`src/rtl/subtrator_pkg.sv`:
```
// Shared constants for the bit-serial subtractor: FSM encoding, default width,
// and the counter-width helper used by the controller.
package subtrator_pkg;

    localparam int SUB_N_DEF = 8;

    localparam logic [1:0] IDLE  = 2'd0;
    localparam logic [1:0] SHIFT = 2'd1;
    localparam logic [1:0] DONE  = 2'd2;

    // A one-bit counter is still needed when N=1 ($clog2(1) is 0).
    function automatic int cnt_width(input int n);
        return (n > 1) ? $clog2(n) : 1;
    endfunction

endpackage

```
`src/rtl/subtrator_completo.sv`:
```
// Single-bit full subtractor: D = A - B - Bin, Borrow is the borrow-out.
module subtrator_completo (
    input  logic A,
    input  logic B,
    input  logic Bin,
    output logic D,
    output logic Borrow
);

    assign D      = A ^ B ^ Bin;
    assign Borrow = (~A & B) | (~(A ^ B) & Bin);

endmodule

```
`src/rtl/subtrator_serial_ctrl.sv`:
```
// Bit-serial N-bit subtractor controller: feeds one full-subtractor cell LSB first,
// one bit per clock, with a start/busy/done handshake and registered D/Borrow.
module subtrator_serial_ctrl
    import subtrator_pkg::*;
#(
    parameter int N = SUB_N_DEF
) (
    input  logic         clk,
    input  logic         rst,
    input  logic         start,
    input  logic [N-1:0] A,
    input  logic [N-1:0] B,
    output logic         busy,
    output logic         done,
    output logic [N-1:0] D,
    output logic         Borrow
);

    localparam int            CW   = cnt_width(N);
    localparam logic [CW-1:0] LAST = CW'(N - 1);

    logic [1:0]    state_q,  state_d;
    logic [N-1:0]  a_q,      a_d;
    logic [N-1:0]  b_q,      b_d;
    logic [N-1:0]  res_q,    res_d;
    logic [N-1:0]  d_q,      d_d;
    logic [CW-1:0] cnt_q,    cnt_d;
    logic          bin_q,    bin_d;
    logic          borrow_q, borrow_d;

    logic bit_d;
    logic bit_bout;

    subtrator_completo u_cell (
        .A      (a_q[0]),
        .B      (b_q[0]),
        .Bin    (bin_q),
        .D      (bit_d),
        .Borrow (bit_bout)
    );

    always_comb begin
        // NOTE: every next-state signal starts from its held value so no path leaves it unassigned (no latches).
        state_d  = state_q;
        a_d      = a_q;
        b_d      = b_q;
        res_d    = res_q;
        d_d      = d_q;
        cnt_d    = cnt_q;
        bin_d    = bin_q;
        borrow_d = borrow_q;

        case (state_q)
            IDLE: begin
                if (start) begin
                    a_d     = A;
                    b_d     = B;
                    bin_d   = 1'b0;
                    cnt_d   = '0;
                    state_d = SHIFT;
                end
            end
            SHIFT: begin
                a_d          = a_q >> 1;
                b_d          = b_q >> 1;
                res_d        = res_q >> 1;
                res_d[N-1]   = bit_d;
                bin_d        = bit_bout;
                cnt_d        = cnt_q + CW'(1);
                // The last bit lands in res_d this cycle, so publish res_d, not res_q.
                if (cnt_q == LAST) begin
                    d_d      = res_d;
                    borrow_d = bit_bout;
                    state_d  = DONE;
                end
            end
            DONE:    state_d = IDLE;
            default: state_d = IDLE;
        endcase
    end

    always_ff @(posedge clk) begin
        // NOTE: state registers use non-blocking assignments so every flop samples pre-edge values.
        if (rst) begin
            state_q  <= IDLE;
            a_q      <= '0;
            b_q      <= '0;
            res_q    <= '0;
            d_q      <= '0;
            cnt_q    <= '0;
            bin_q    <= 1'b0;
            borrow_q <= 1'b0;
        end else begin
            state_q  <= state_d;
            a_q      <= a_d;
            b_q      <= b_d;
            res_q    <= res_d;
            d_q      <= d_d;
            cnt_q    <= cnt_d;
            bin_q    <= bin_d;
            borrow_q <= borrow_d;
        end
    end

    assign busy   = (state_q == SHIFT);
    assign done   = (state_q == DONE);
    assign D      = d_q;
    assign Borrow = borrow_q;

endmodule

```
`config.mk`:
```
export PLATFORM = sky130hd
export DESIGN_NAME = subtrator_serial_ctrl
export DESIGN_NICKNAME = d
export VERILOG_FILES = /design/src/rtl/subtrator_pkg.sv /design/src/rtl/subtrator_completo.sv /design/src/rtl/subtrator_serial_ctrl.sv
export SDC_FILE = /design/constraint.sdc
export NUM_CORES = 1
export LEC_CHECK = 0
export CORE_UTILIZATION = 25
export DETAILED_ROUTE_END_ITERATION = 10
export GPL_TIMING_DRIVEN = 0
export REMOVE_ABC_BUFFERS = 1
export SLEW_MARGIN = 20
export SYNTH_ARGS = -nofsm -noshare
export SYNTH_HDL_FRONTEND = slang
export SYNTH_SLANG_ARGS = --single-unit
```
`constraint.sdc`:
```
create_clock -name clk -period 1.15 [get_ports clk]
set_input_delay 0.115 -clock clk [delete_from_list [all_inputs] [get_ports clk]]
set_output_delay 0.115 -clock clk [all_outputs]
set_load 0.01 [all_outputs]
```
Word-level counts from Yosys, hierarchy flattened
Index checks and enable logic that the tools add are counted.

Add/subtract/negate cells: 1. Equality and inequality tests: 5. Multiplexer cells: 11. Bitwise logic cells: 7. Reduce and logical (&&, ||, !) cells: 5.

Operators by type and width (number): one-hot mux 8 bit (2 select lines) (2); two-way mux 8 bit (2); one-hot mux 3 bit (2 select lines) (1); AND reduction 2 bit (3); two-way mux 2 bit (2); one-hot mux 2 bit (2 select lines) (1); adder 3 x 1 -> 3 bit (second input constant) (1); equality test 3 bit (second input constant) (1); two-way mux 3 bit (1); AND 1 bit (2); equality test 2 x 1 -> 1 bit (second input constant) (1); equality test 2 bit (second input constant) (1); logical NOT 2 bit (1); != test 2 x 1 -> 1 bit (second input constant) (1); != test 2 bit (second input constant) (1); inverter 1 bit (2); one-hot mux 1 bit (2 select lines) (1); nonzero test 2 bit (1); bitwise XOR 1 bit (2); two-way mux 1 bit (1); OR 1 bit (1).

Flip-flop bits (word level): 39. Input bits: 19. Output and inout bits: 11. Word-level logic and storage cells: 37.

Depth between registers and ports, before layout
Depth after elaboration: 5. Mapped depth: 6. Depth with buffers taken out: 5.

Modules after synthesis
Synthesis repeated with hierarchy kept, for this count alone.

Cells, all modules: 170. Area total of the unflattened synthesis: 1611.5 um2.

By module, submodules not included: subtrator_serial_ctrl (times used 1, cells each 166, area each 1580.3 um2, sequential area each 760.7 um2); subtrator_completo (times used 1, cells each 4, area each 31.3 um2, sequential area each 0.0 um2).

Worst setup path after synthesis
Ideal clock, no wire load.

Path kind: register -> register. Start point: register cnt_q[0]. End point: register borrow_q, in the netlist Borrow. Setup time: 0.087 ns. Arrival time: 1.203 ns. Required time: 1.063 ns. Path slack: -0.140 ns. Stages on the path, launching flop included: 6. Buffers on the path: 1. Period minus slack after synthesis: 1.290 ns. Cells stage by stage: dfxtp_1 ha_1 ha_1 and3b_1 buf_2 a211oi_1.

Cells in the longest elaborated chain, start to end: 2.

RTL lines: start, declared (line subtrator_serial_ctrl.sv:27) `logic [CW-1:0] cnt_q, cnt_d;`; start signal, assigned (line subtrator_serial_ctrl.sv:99) `cnt_q <= cnt_d;`; equality test 3 bit (line subtrator_serial_ctrl.sv:71) `if (cnt_q == LAST) begin`; AND reduction 2 bit (no source line); end signal, assigned (line subtrator_serial_ctrl.sv:101) `borrow_q <= borrow_d;`; end, declared (line subtrator_serial_ctrl.sv:29) `logic borrow_q, borrow_d;`.

Every way passes these cells. A chain may end at the register's enable or synchronous reset.

Worst setup path after layout
Start point: register cnt_q[0]. End point: register d_q[2], in the netlist D[2].

Cells in the longest elaborated chain, start to end: 2.

RTL lines: equality test 3 bit (line subtrator_serial_ctrl.sv:71); AND reduction 2 bit (no source line); end signal, assigned (line subtrator_serial_ctrl.sv:89) `d_q <= '0;`; end signal, assigned (line subtrator_serial_ctrl.sv:98) `d_q <= d_d;`; end, declared (line subtrator_serial_ctrl.sv:26) `logic [N-1:0] d_q, d_d;`.

Every way passes these cells.

==> metrics <==
via count=1357; Die Wd=81.79 um; IO Count=30; flop and latch count out of synthesis=38; Finished Core Util=0.3956; R2R Path Start=cnt_q[0]; Root Driver=clkbuf_8; Hold Path Stages=2; wire length on met3=134 um; RSZ-0062 raised after global routing=true; synthesized area per cell=9.588 sq um; register area=772.0 sq um; wl on met1=1.807 mm; Setup Skew=0.007894 ns; worst path cell trace=ha_4 -> ha_4 -> nand3b_1 -> buf_12 -> nand2_1 -> a21oi_2; Area growth syn-to-layout=49.76%; worst flop-to-flop path endpoint=D[2]; largest net degree at the start of global routing=35; Die Footprint=0.006689 sq mm; vias per cell=4.728; CP Capture Type=register; CP startpoint kind=register; CP max FO=9; initial drt markers=65; Crit-path slowest cell=dfxtp_2; critical path's top delay family=flip-flops; post-DP HPWL=1.976 mm; outcome=finished, violations left; post-synthesis sequential area ratio=0.4780; Initial Utilization=0.2641; Total GRT Usage=0.1163; Die Span Y=81.79 um; endpoints failing setup=11; placed insts=259; Fillers=611; Port-buffer cells=29; Max transition margin=0.7267; Worst Path Required=1.36 ns; failing checks=negative setup slack; top cell type's share of synthesized area=0.4780; global-route wire length before repair=5.775 mm; area of the mapped netlist=0.001592 sq mm; Multi-input gate area=923.4 sq um; Pins Over Slew Limit=0; Buf+Inv Stages, Crit Path=1; top post-synthesis cells by area=dfxtp_1 48%, mux2i_1 8.8%, a211oi_2 7.9%, nand2_1 7.1%, nor2_1 5.2%; NumNets Final=233; Met2 Routed Length=1.882 mm; Total Wirelength=3.882 mm; drt first pass iters=4; Clock Pin Slew Worst Setup and Hold Paths=0.07 ns; pwr dens=1179 mW/mm^2; Antenna Diode Count=0; most common cell after layout, fill and taps aside=dfxtp_1; final period demand of the worst path=1.215 ns; DRC viols=0; CTS max path bufs=2; vias in the first global route=1208; routed len/inst=13.53 um; clk sinks=38; placer congestion estimate=0.6795; r2r worst-path depth=6; initial antenna violation count=0; Distinct cells, synth=25; Post-DRT Antenna Nets=0; Final Cycle Share=1.056; WP data arrival=1.43 ns; gr ovfl total=0; Critical Path Most Common Cell=ha_4; peak supply drop=0.4730 mV; worst setup margin=-0.06487 ns; post-route insts no fill=287; share of post-route cells with drive strength above 1=0.3538; area leader, netlist=dfxtp_1; Syn. warnings=0; fmax=823.1 MHz; cell count after synthesis=166; CTS buffer count=5; most frequent cells in the layout=33 x dfxtp_1, 30 x nand2_1, 16 x clkdlybuf4s50_1; Top Metal Used=met4; row cnt=28; CORE AREA=0.006026 sq mm; Hold Path End=D[3]; maxcap violations=0; crit path kind=reg2reg; H-tree depth=2; Hold Path Class=in2reg; Slew @ Worst Pin=0.4092 ns; Reg2Reg Setup Slack=-0.06 ns; Pleak=0.9105 nW; CTS tree=yes; Hold Fails Final Rpt=0; hold path start=rst; Clock Latency Late Sink=0.28 ns; CP max stage delay=0.34 ns
[logic make-up (layout without fill, tap and decap cells)]
family / Yosys count / count (layout) / synth area share
simple gates: 57 / 58 / 0.1455
mux: 14 / 14 / 0.08805
compound gates: 39 / 42 / 0.1942
buf+inv: 15 / 57 / 0.06603
flops: 38 / 38 / 0.4780
fa+ha+maj: 3 / 3 / 0.02830
[state kept, by name (all words and copies together), names as in the netlist]
signal,flops
D,8
a_q,8
b_q,8
res_q,7
cnt_q,3
state_q,2
Borrow,1
bin_q,1
[power by group]
| part | switching (W) | leakage, nW | internal [W] |
|---|---|---|---|
| Combinational | 0.000214 | 0.549 | 0.000249 |
| Clock | 0.000447 | 0.0482 | 0.000484 |
| Sequential | 0.0000416 | 0.313 | 0.00137 |
| Total | 0.000703 | 0.911 | 0.00211 |
[worst max-delay path by stage]
stage	slack, ns	endpoint	cells after the start	startpoint
final	-0.06	D[2]	6	cnt_q[0]
after global routing	-0.11	D[2]	6	cnt_q[0]
after CTS	-0.05	D[2]	6	cnt_q[0]
after detailed placement	-1.33	busy	3	state_q[0]
after global placement	-1.33	busy	3	state_q[0]
after floorplan	-0.64	a_q[0]	3	state_q[0]
[what timing repair did]
| item | in CTS | in global routing |
|---|---|---|
| endpoints found under the setup margin | 49 | 32 |
| hold buffers | 0 | 0 |
| pin swaps | 5 | 11 |
| gates resized for setup | 46 | 32 |
| buffers inserted | 9 | 6 |
| cloned | 2 | 3 |
[routing by layer]
layer  vias to the layer above  GRT usage
met5                         -          0
met1                       651     0.1497
met2                        27     0.1818
li1                        675          -
met4                         0    0.04737
met3                         4    0.03222
[per-stage QoR]
stage	total power, W	area (sq um)	worst slack (ns)	hold slack, ns	TNS, ns
6_report	0.002810	2384	-0.06487	0.09799	-0.3104
5_1_grt	0.002940	2384	-0.1122	0.09765	-1.146
4_1_cts	0.002745	2172	-0.04661	0.08950	-0.2493
3_5_place_dp	0.001758	1897	-1.327	0.3829	-36.44
3_3_place_gp	0.001745	1882	-1.333	0.4449	-38.07
2_1_floorplan	0.001616	1498	-0.6432	0.1796	-18.97
[cell usage after synthesis]
cell type and number:
a211oi_1 7, a2bb2oi_1 1, and3b_1 1, nand2b_1 1, nor2_1 22, buf_4 1, a22oi_1 4, clkbuf_1 3
buf_2 3, a211oi_2 10, mux2i_1 14, inv_1 2, o21bai_1 1, nand3b_1 1, nor3b_1 1, ha_1 2
nand2_1 30, buf_6 4, a21oi_1 15, fa_1 1, dfxtp_1 38, nor2b_1 1, o21ba_2 1, inv_2 1
buf_8 1
[worst register-to-register path, delay by kind of cell, from the launching register on]
kind            cells  cell delay (ns)
flops               1             0.34
fa+ha+maj           2             0.33
simple gates        2             0.20
buf+inv             1             0.14
compound gates      1             0.14
[area by class of cell]
type	instances	area share
inverters	3	0.007874
well taps	75	0.03937
repair buffers	46	0.2031
clock buffers	7	0.03622
clock inverters	1	0.002100
multi-input cells	117	0.3874
flip-flops and latches	38	0.3239
Power figures use the tool's default switching activity.
